### src/rtl/multicycle_controller_pkg.sv
// Shared types and encodings for the multicycle RV32I control unit.
package multicycle_controller_pkg;

   // Control FSM states; one per microstep of the multicycle datapath.
   typedef enum logic [3:0] {
      StFetch,
      StDecode,
      StMemAdr,
      StMemRead,
      StMemWb,
      StMemWrite,
      StExecR,
      StExecI,
      StAluWb,
      StBranch,
      StJal
   } state_e;

   // Opcodes handled by the controller; anything else is skipped.
   localparam logic [6:0] OpLoad   = 7'b0000011;
   localparam logic [6:0] OpStore  = 7'b0100011;
   localparam logic [6:0] OpRtype  = 7'b0110011;
   localparam logic [6:0] OpItype  = 7'b0010011;
   localparam logic [6:0] OpBranch = 7'b1100011;
   localparam logic [6:0] OpJal    = 7'b1101111;

   // Coarse ALU operation requested by the FSM, refined by the ALU decoder.
   typedef enum logic [1:0] {
      AluOpAdd   = 2'b00,
      AluOpSub   = 2'b01,
      AluOpFunct = 2'b10
   } alu_op_e;

   // Operation code presented to the ALU.
   typedef enum logic [2:0] {
      AluAdd = 3'b000,
      AluSub = 3'b001,
      AluAnd = 3'b010,
      AluOr  = 3'b011,
      AluSlt = 3'b101
   } alu_ctrl_e;

   // Writeback / next-PC result mux.
   typedef enum logic [1:0] {
      ResAluOut  = 2'b00,
      ResMemData = 2'b01,
      ResAluLive = 2'b10
   } result_src_e;

   // ALU operand A mux.
   typedef enum logic [1:0] {
      SrcAPc    = 2'b00,
      SrcAOldPc = 2'b01,
      SrcARs1   = 2'b10
   } src_a_e;

   // ALU operand B mux.
   typedef enum logic [1:0] {
      SrcBRs2  = 2'b00,
      SrcBImm  = 2'b01,
      SrcBFour = 2'b10
   } src_b_e;

   // Immediate format selected for the extender.
   typedef enum logic [1:0] {
      ImmI = 2'b00,
      ImmS = 2'b01,
      ImmB = 2'b10,
      ImmJ = 2'b11
   } imm_src_e;

   // Immediate format depends only on the opcode, never on the state.
   function automatic imm_src_e imm_src_of(input logic [6:0] op);
      imm_src_e imm;
      case (op)
         OpStore:  imm = ImmS;
         OpBranch: imm = ImmB;
         OpJal:    imm = ImmJ;
         default:  imm = ImmI;
      endcase
      return imm;
   endfunction

endpackage

### src/rtl/multicycle_controller_alu_decoder.sv
// ALU decoder: turns the FSM's coarse alu_op plus instruction fields into an ALU opcode.
module multicycle_controller_alu_decoder
   import multicycle_controller_pkg::*;
(
   input  logic [1:0] alu_op_i,
   input  logic [2:0] funct3_i,
   input  logic       funct7b5_i,
   input  logic       op5_i,
   output logic [2:0] alu_control_o
);

   // Pure combinational decode; unsupported funct3 values fall back to add.
   always_comb begin
      alu_control_o = AluAdd;
      unique case (alu_op_i)
         AluOpAdd: alu_control_o = AluAdd;
         AluOpSub: alu_control_o = AluSub;
         AluOpFunct: begin
            unique case (funct3_i)
               // Only R-type (op[5]=1) may subtract; addi ignores instr[30].
               3'b000:  alu_control_o = (funct7b5_i & op5_i) ? AluSub : AluAdd;
               3'b010:  alu_control_o = AluSlt;
               3'b110:  alu_control_o = AluOr;
               3'b111:  alu_control_o = AluAnd;
               default: alu_control_o = AluAdd;
            endcase
         end
         default: alu_control_o = AluAdd;
      endcase
   end

endmodule

### src/rtl/multicycle_controller.sv
// Main control FSM for the multicycle RV32I datapath: sequences fetch, decode,
// execute, memory and writeback and drives every select and enable around it.
module multicycle_controller
   import multicycle_controller_pkg::*;
#(
   parameter int unsigned SUPPORT_BNE = 1
) (
   input  logic       clk,
   input  logic       rst,
   input  logic [6:0] op,
   input  logic [2:0] funct3,
   input  logic       funct7b5,
   input  logic       zero,
   output logic       pc_write,
   output logic       adr_src,
   output logic       mem_write,
   output logic       ir_write,
   output logic       reg_write,
   output logic [1:0] result_src,
   output logic [1:0] alu_src_a,
   output logic [1:0] alu_src_b,
   output logic [2:0] alu_control,
   output logic [1:0] imm_src
);

   state_e      state_q;

   alu_op_e     alu_op;
   result_src_e res_sel;
   src_a_e      src_a_sel;
   src_b_e      src_b_sel;
   logic        adr_sel;
   logic        pc_update;
   logic        branch;
   logic        taken;
   logic        ir_we;
   logic        mem_we;
   logic        reg_we;

   // State register and transition table; reset lands in FETCH immediately.
   always_ff @(posedge clk or posedge rst) begin
      if (rst) begin
         state_q <= StFetch;
      end else begin
         unique case (state_q)
            StFetch: state_q <= StDecode;
            StDecode: begin
               case (op)
                  OpLoad, OpStore: state_q <= StMemAdr;
                  OpRtype:         state_q <= StExecR;
                  OpItype:         state_q <= StExecI;
                  OpBranch:        state_q <= StBranch;
                  OpJal:           state_q <= StJal;
                  // Unknown opcodes are dropped without any write.
                  default:         state_q <= StFetch;
               endcase
            end
            StMemAdr:   state_q <= (op == OpLoad) ? StMemRead : StMemWrite;
            StMemRead:  state_q <= StMemWb;
            StMemWb:    state_q <= StFetch;
            StMemWrite: state_q <= StFetch;
            StExecR:    state_q <= StAluWb;
            StExecI:    state_q <= StAluWb;
            StAluWb:    state_q <= StFetch;
            StBranch:   state_q <= StFetch;
            StJal:      state_q <= StAluWb;
            default:    state_q <= StFetch;
         endcase
      end
   end

   // Per-state selects and raw enables; anything not set stays 00 / 0.
   always_comb begin
      alu_op    = AluOpAdd;
      res_sel   = ResAluOut;
      src_a_sel = SrcAPc;
      src_b_sel = SrcBRs2;
      adr_sel   = 1'b0;
      pc_update = 1'b0;
      branch    = 1'b0;
      ir_we     = 1'b0;
      mem_we    = 1'b0;
      reg_we    = 1'b0;
      unique case (state_q)
         StFetch: begin
            ir_we     = 1'b1;
            src_b_sel = SrcBFour;
            res_sel   = ResAluLive;
            pc_update = 1'b1;
         end
         StDecode: begin
            // Precompute the branch target into the ALU result register.
            src_a_sel = SrcAOldPc;
            src_b_sel = SrcBImm;
         end
         StMemAdr: begin
            src_a_sel = SrcARs1;
            src_b_sel = SrcBImm;
         end
         StMemRead: begin
            adr_sel = 1'b1;
         end
         StMemWb: begin
            res_sel = ResMemData;
            reg_we  = 1'b1;
         end
         StMemWrite: begin
            adr_sel = 1'b1;
            mem_we  = 1'b1;
         end
         StExecR: begin
            src_a_sel = SrcARs1;
            alu_op    = AluOpFunct;
         end
         StExecI: begin
            src_a_sel = SrcARs1;
            src_b_sel = SrcBImm;
            alu_op    = AluOpFunct;
         end
         StAluWb: begin
            reg_we = 1'b1;
         end
         StBranch: begin
            src_a_sel = SrcARs1;
            alu_op    = AluOpSub;
            branch    = 1'b1;
         end
         StJal: begin
            // Old PC + 4 is the link value; target was computed in DECODE.
            src_a_sel = SrcAOldPc;
            src_b_sel = SrcBFour;
            pc_update = 1'b1;
         end
         default: begin
         end
      endcase
   end

   // Branch condition: bne inverts zero when enabled, otherwise all branches are beq.
   always_comb begin
      taken = zero;
      if ((SUPPORT_BNE != 0) && (funct3 == 3'b001)) begin
         taken = ~zero;
      end
   end

   multicycle_controller_alu_decoder u_alu_decoder (
      .alu_op_i      (alu_op),
      .funct3_i      (funct3),
      .funct7b5_i    (funct7b5),
      .op5_i         (op[5]),
      .alu_control_o (alu_control)
   );

   // Enables are masked by reset so nothing is written while rst is held.
   assign pc_write   = (pc_update | (branch & taken)) & ~rst;
   assign ir_write   = ir_we & ~rst;
   assign mem_write  = mem_we & ~rst;
   assign reg_write  = reg_we & ~rst;

   assign adr_src    = adr_sel;
   assign result_src = res_sel;
   assign alu_src_a  = src_a_sel;
   assign alu_src_b  = src_b_sel;
   assign imm_src    = imm_src_of(op);

endmodule

### config.mk
export PLATFORM = sky130hd
export DESIGN_NAME = multicycle_controller
export DESIGN_NICKNAME = d
export VERILOG_FILES = /design/src/rtl/multicycle_controller_pkg.sv /design/src/rtl/multicycle_controller_alu_decoder.sv /design/src/rtl/multicycle_controller.sv
export SDC_FILE = /design/constraint.sdc
export NUM_CORES = 1
export LEC_CHECK = 0
export CAP_MARGIN = 20
export CORE_UTILIZATION = 38
export CTS_CLUSTER_SIZE = 20
export DETAILED_ROUTE_END_ITERATION = 8
export PLACE_DENSITY = 0.79
export SYNTH_ARGS = -nofsm -noshare
export SYNTH_HDL_FRONTEND = slang
export SYNTH_SLANG_ARGS = --single-unit
export TNS_END_PERCENT = 5
### constraint.sdc
create_clock -name clk -period 2.13 [get_ports clk]
set_clock_uncertainty 0.1 [all_clocks]
set_input_delay 0.639 -clock clk [delete_from_list [all_inputs] [get_ports clk]]
set_output_delay 0.639 -clock clk [all_outputs]
set_load 0.03 [all_outputs]
# Yosys cells after proc, flatten, opt, wreduce, memory -nomap -nowiden

Cells that the tools add are included.

Register bits after elaboration: 4
Bits of input ports: 14
Output and inout bits: 16
Word-level logic and storage cells: 61

Eq/ne operators: 22
Multiplexer cells: 18
Bitwise logic cells: 9
Reductions and logical operators: 11

Operator list:

| kind                                                 | number |
|---|---|
| case mux 4 bit (5 select lines)                      | 2 |
| equality test 4 x 3 -> 1 bit (second input constant) | 4 |
| case mux 2 bit (2 select lines)                      | 4 |
| equality test 7 x 6 -> 1 bit (second input constant) | 2 |
| equality test 7 bit (second input constant)          | 2 |
| equality test 4 bit (second input constant)          | 3 |
| case mux 3 bit (4 select lines)                      | 1 |
| OR reduction 2 bit                                   | 6 |
| equality test 4 x 2 -> 1 bit (second input constant) | 2 |
| 2-to-1 mux 1 bit                                     | 8 |
| equality test 7 x 2 -> 1 bit (second input constant) | 1 |
| equality test 7 x 5 -> 1 bit (second input constant) | 1 |
| bitwise AND 1 bit                                    | 6 |
| equality test 3 bit (second input constant)          | 2 |
| case mux 2 bit (3 select lines)                      | 1 |
| case mux 3 bit (2 select lines)                      | 1 |
| OR reduction 3 bit                                   | 2 |
| equality test 4 x 1 -> 1 bit (second input constant) | 1 |
| zero test 4 bit                                      | 1 |
| OR reduction 4 bit                                   | 1 |
| equality test 3 x 1 -> 1 bit (second input constant) | 1 |
| equality test 3 x 2 -> 1 bit (second input constant) | 1 |
| zero test 3 bit                                      | 1 |
| 2-to-1 mux 3 bit                                     | 1 |
| 4 further kinds                                      | 5 |

# Logic depth before layout (Yosys ltp)

Word-level depth: 5
Gate-level depth with buffers: 8
Mapped depth without buffers: 7

# Modules after synthesis

From an unflattened synthesis, not the netlist that was laid out.

Cell total of the unflattened synthesis: 78
Area, all modules: 610.6 um^2

By module, submodules not included:

| module                            | instances | cells an instance | area an instance (um^2) | sequential area each (um^2) |
|---|---|---|---|---|
| multicycle_controller             | 1         | 67                | 514.2                   | 100.1 |
| multicycle_controller_alu_decoder | 1         | 11                | 96.3                    | 0.0 |

# Least setup slack after synthesis

Ideal clock, no wire load.

Path type: reg-to-output
Start: register state_q[3]
End: output port alu_control[1]
Data arrival time: 1863 ps
Required time: 1391 ps
Slack: -472 ps
Cell stages (with the launch flop): 6
Buffers on the path: 1
Cell sequence: dfrtp_1 > clkbuf_1 > nand3_1 > inv_1 > ha_1 > nor3b_1

Cells in the longest elaborated chain, start to end: 5
Elaborated cells between the ends (all ways): 8
Classes of those cells: 5 x eq/ne; 2 x mux; 1 x reduce/logical

RTL lines:

| element                                                                    | line                                    | text |
|---|---|---|
| start, declared                                                            | multicycle_controller.sv:26             | `state_e state_q;` |
| start signal, assigned                                                     | multicycle_controller.sv:43             | `state_q <= StFetch;` |
| start signal, assigned                                                     | multicycle_controller.sv:46             | `StFetch: state_q <= StDecode;` |
| start signal, assigned                                                     | multicycle_controller.sv:49             | `OpLoad, OpStore: state_q <= StMemAdr;` |
| equality test 4 x 3 -> 1 bit                                               | multicycle_controller.sv:84             | `unique case (state_q)` |
| OR reduction 2 bit (no line)                                               | n/a                                     |  |
| case mux 2 bit (2 select lines) (*)                                        | multicycle_controller.sv:84             |  |
| equality test 2 bit / equality test 2 x 1 -> 1 bit (equally long branches) | multicycle_controller_alu_decoder.sv:15 | `unique case (alu_op_i)` |
| case mux 3 bit (2 select lines) (*)                                        | multicycle_controller_alu_decoder.sv:15 |  |
| end, declared                                                              | multicycle_controller.sv:22             | `output logic [2:0] alu_control,` |

Every way passes the cells marked *; elsewhere a longest branch is shown, timed or not.

# Worst setup path after layout

Start: input port funct3[1]
End: output port pc_write

Cells in the longest elaborated chain, start to end: 5

RTL lines:

| element                      | line                         | text |
|---|---|---|
| start, declared              | multicycle_controller.sv:11  | `input logic [2:0] funct3,` |
| equality test 3 x 1 -> 1 bit | multicycle_controller.sv:142 | `if ((SUPPORT_BNE != 0) && (funct3 == 3'b001)) begin` |
| 2-to-1 mux 1 bit             | multicycle_controller.sv:142 |  |
| bitwise AND 1 bit            | multicycle_controller.sv:156 | `assign pc_write = (pc_update \| (branch & taken)) & ~rst;` |
| bitwise OR 1 bit             | multicycle_controller.sv:156 |  |
| bitwise AND 1 bit            | multicycle_controller.sv:156 |  |
| end, declared                | multicycle_controller.sv:14  | `output logic pc_write,` |

No other way between the ends.

==> reports/summary.json <==
{
  "run_status": {"value": "complete, but fails checks"},
  "failed_checks": {"value": "setup timing"},
  "slew-limit-headroom": {"value": 78.0, "unit": "%"},
  "setup_crit_path_kind": {"value": "in2out"},
  "power_switching": {"value": 381, "unit": "uW"},
  "fmax": {"value": 412, "unit": "MHz"},
  "pint": {"value": 411, "unit": "uW"},
  "effective_utilization_at_floorplan": {"value": 41.6, "unit": "%"},
  "cp-start-kind": {"value": "input pin"},
  "synth_cell_type_count": {"value": 34},
  "crit_path_max_incr_delay": {"value": 270, "unit": "ps"},
  "globalRoute.busiestLayer": {"value": "met2"},
  "cts-htree-levels": {"value": 1},
  "ys_warn_count": {"value": 0},
  "critical_path.n_buffers_inverters": {"value": 2},
  "number_of_global_route_vias_before_repair": {"value": 807},
  "hold_viol": {"value": 0},
  "synthCells": {"value": 75},
  "critical_path.slowest_cell": {"value": "sky130_fd_sc_hd__dlygate4sd2_1"},
  "synth.top_cells.by_area": {"value": "sky130_fd_sc_hd__dfrtp_1 18%, sky130_fd_sc_hd__nor3_1 6.3%, sky130_fd_sc_hd__xnor2_1 6.3%, sky130_fd_sc_hd__inv_1 4.7%, sky130_fd_sc_hd__a21oi_1 4.5%"},
  "gr-usage-met3": {"value": 5.56, "unit": "%"},
  "clk_latency": {"value": 250, "unit": "ps"},
  "post_synth_most_frequent_cells": {"value": "7 x sky130_fd_sc_hd__inv_1, 7 x sky130_fd_sc_hd__nor3_1, 5 x sky130_fd_sc_hd__a21oi_1"},
  "end_kind": {"value": "output port"},
  "antenna_diodes": {"value": 0},
  "rsz_0062_raised_after_global_routing": {"value": "true"},
  "timing.setup.tns": {"value": -1680, "unit": "ps"},
  "postPlaceCellArea": {"value": 0.00102, "unit": "mm2"},
  "final_layout_net_count": {"value": 155},
  "synth-seq-area-share": {"value": 18.1, "unit": "%"},
  "gpl.final_weighted_congestion": {"value": 0.738},
  "layout_worst_path_cycle_share": {"value": 114, "unit": "%"},
  "crit_required": {"value": 1390, "unit": "ps"},
  "detail_route.drc_violations": {"value": 0},
  "design.core.area": {"value": 0.00133, "unit": "mm2"},
  "synth_top_flop_cell": {"value": "sky130_fd_sc_hd__dfrtp_1"},
  "share_of_layout_cells_above_drive_strength_1": {"value": 64.2, "unit": "%"},
  "period_minus_slack": {"value": 2430, "unit": "ps"},
  "horizontal_die_dimension": {"value": 40.2, "unit": "um"},
  "worstPathCellList": {"value": "dlygate4sd2_1 -> nor3b_2 -> xnor2_1 -> o31ai_4 -> buf_6"},
  "die_y": {"value": 40.2, "unit": "um"},
  "detailedPlacementHpwl": {"value": 1450, "unit": "um"},
  "overflow": {"value": 0},
  "post_synthesis_async_set_or_reset_flop_share": {"value": 100, "unit": "%"},
  "net_switching_fraction_of_the_power": {"value": 48.1, "unit": "%"},
  "timing_max_transition_violations_final": {"value": 0},
  "leakage_power_summed_over_all_cells": {"value": 0.573, "unit": "nW"},
  "min-delay-path-class": {"value": "in2async"},
  "holdBufCountCts": {"value": 0},
  "use_met2": {"value": 58.5, "unit": "%"},
  "routed_via_count_divided_by_cell_count": {"value": 5.80},
  "tritoncts": {"value": "done"},
  "gr_layer_usage_met1": {"value": 28.8, "unit": "%"},
  "clock_sinks": {"value": 4},
  "drt_iter0_markers": {"value": 14},
  "dr.pass1.iters": {"value": 4},
  "ant_nets": {"value": 0},
  "first_pass_grt_wire_length": {"value": 3190, "unit": "um"},
  "synth_edf_count": {"value": 0},
  "multiInputGateArea": {"value": 548, "unit": "um2"},
  "clockPowerShare": {"value": 12.8, "unit": "%"},
  "global_route.usage.total": {"value": 29.9, "unit": "%"},
  "io_buffers": {"value": 29},
  "cts.root.buffer_cell": {"value": "sky130_fd_sc_hd__clkbuf_4"},
  "wl": {"value": 2770, "unit": "um"},
  "vdd_drop_max": {"value": 0.000596, "unit": "V"},
  "cap_violations": {"value": 0},
  "post_synth.cell_area_avg": {"value": 7.39, "unit": "um2"},
  "fillerInstances": {"value": 48},
  "largest_net_degree_at_the_start_of_global_routing": {"value": 10},
  "setup_viol": {"value": 12},
  "clk_path_buf_depth": {"value": 2},
  "largest_register_ff_count": {"value": 4},
  "antenna_found_initial": {"value": 0},
  "post-synth-top-area-fraction": {"value": 18.1, "unit": "%"},
  "vias": {"value": 881},
  "worst_slack": {"value": -295, "unit": "ps"},
  "sequentialPowerShare": {"value": 12.7, "unit": "%"},
  "netlist_area": {"value": 554, "unit": "um2"},
  "cp_top_family": {"value": "buffers and inverters"},
  "arrival": {"value": 1690, "unit": "ps"},
  "largestRegisters": {"value": "state_q x4"},
  "path_clk_slew": {"value": 50, "unit": "ps"},
  "io_pins": {"value": 30},
  "postSynthRegisterBits": {"value": 4},
  "regArea": {"value": 101, "unit": "um2"},
  "timing.critical_path.fanout_max": {"value": 2},
  "power_density": {"value": 636, "unit": "mW/mm2"},
  "yosys.area.top_type": {"value": "sky130_fd_sc_hd__dfrtp_1"},
  "comb_power_share": {"value": 74.5, "unit": "%"},
  "tightestPinTransition": {"value": 326, "unit": "ps"},
  "floorplan.rows": {"value": 13},
  "postLayoutCellArea": {"value": 0.00124, "unit": "mm2"},
  "synth_fp_nets": {"value": 91},
  "top_register": {"value": "state_q"},
  "cts_buf_count": {"value": 3},
  "drt-wirelength-per-cell": {"value": 18.2, "unit": "um"},
  "die-area": {"value": 0.00162, "unit": "mm2"},
  "area.growth.synth_to_final": {"value": 125, "unit": "%"}
}
-- worst paths after layout --
kind | from | to | slack, ps | cells after the start
worst max-delay path | funct3[1] | pc_write | -300 | 5
worst min-delay path | rst | state_q[0] | 500 | 3
worst max register to register | state_q[0] | state_q[1] | 400 | 4
worst min register to register | state_q[0] | state_q[0] | 550 | 2
max in group asynchronous | rst | state_q[1] | 1230 | 3
min in group clk | state_q[0] | state_q[0] | 550 | 2
-- cell families after synthesis --
kind of cell,after synthesis,synth area share (%)
DFF,4,18.1
and+or+nand+nor,35,38.2
AOI/OAI and AO/OA,14,17.4
adders and majority gates,2,4.51
xor gates and xnor gates,6,9.48
muxes,2,3.61
buffers and inverters,12,8.80
-- timing repair --
action                     in CTS  in global routing
pin swaps                      10                  4
setup endpoints to repair      11                 14
resized for setup              40                 20
buffers inserted                7                  3
-- power groups by stage --
stage | combinational, mW | clock, mW | sequential, mW
2_1_floorplan | 0.275 | 0 | 0.0953
3_3_place_gp | 0.480 | 0 | 0.0969
3_5_place_dp | 0.490 | 0 | 0.0970
4_1_cts | 0.504 | 0.0940 | 0.0966
5_1_grt | 0.629 | 0.109 | 0.101
6_report | 0.590 | 0.101 | 0.101
-- stage by stage --
stage	util (%)	power [mW]	setup WS, ps	cells	hold slack (ps)
final	93.3	0.792	-295	152	503
after global routing	93.3	0.839	-325	152	516
after CTS	85.6	0.694	-236	149	485
after detailed placement	76.4	0.587	-494	139	471
after global placement	76.4	0.577	-424	139	472
after floorplan	-	0.371	-227	75	305
-- per-layer routing --
layer / vias up / part of all wire [%]
met5: - / 0
met4: 0 / 6.8
met3: 18 / 5.4
met2: 56 / 53
met1: 409 / 35
li1: 398 / -
-- area by class of cell --
| type | instances | area share [%] |
|---|---|---|
| clock buffers | 3 | 1.81 |
| inverters | 7 | 2.11 |
| multi-input cells | 59 | 44.0 |
| flip-flops and latches | 4 | 8.14 |
| well taps | 15 | 1.51 |
| repair buffers | 64 | 42.4 |
-- layout by cell type (no fill, tap or decap), types with 2 or more instances in the layout --
| master | count |
|---|---|
| sky130_fd_sc_hd__inv_2 | 2 |
| sky130_fd_sc_hd__nand2_2 | 2 |
| sky130_fd_sc_hd__clkbuf_4 | 3 |
| sky130_fd_sc_hd__nor4_2 | 2 |
| sky130_fd_sc_hd__a211o_1 | 2 |
| sky130_fd_sc_hd__nor2_1 | 3 |
| sky130_fd_sc_hd__nor3b_2 | 2 |
| sky130_fd_sc_hd__xor2_1 | 2 |
| sky130_fd_sc_hd__buf_6 | 8 |
| sky130_fd_sc_hd__dfrtp_1 | 3 |
| sky130_fd_sc_hd__buf_4 | 44 |
| sky130_fd_sc_hd__clkdlybuf4s15_1 | 2 |
| sky130_fd_sc_hd__or3_1 | 2 |
| sky130_fd_sc_hd__dlygate4sd2_1 | 4 |
| sky130_fd_sc_hd__nor3_2 | 4 |
| sky130_fd_sc_hd__xnor2_1 | 3 |
| sky130_fd_sc_hd__mux2i_1 | 2 |
| sky130_fd_sc_hd__buf_2 | 2 |
| sky130_fd_sc_hd__clkdlybuf4s15_2 | 2 |
| sky130_fd_sc_hd__a21oi_2 | 2 |
| sky130_fd_sc_hd__nor3_1 | 2 |
| sky130_fd_sc_hd__inv_1 | 5 |
| sky130_fd_sc_hd__nor2b_4 | 2 |
| sky130_fd_sc_hd__clkdlybuf4s50_1 | 2 |
| sky130_fd_sc_hd__a21oi_1 | 3 |
-- worst register-to-register path, delay by kind of cell, from the launching register on --
kind | cells | cell delay [ps]
simple gates | 1 | 520
compound gates | 2 | 450
flops | 1 | 400
buf+inv | 1 | 160
No activity file was read; power rests on OpenSTA's default activity.
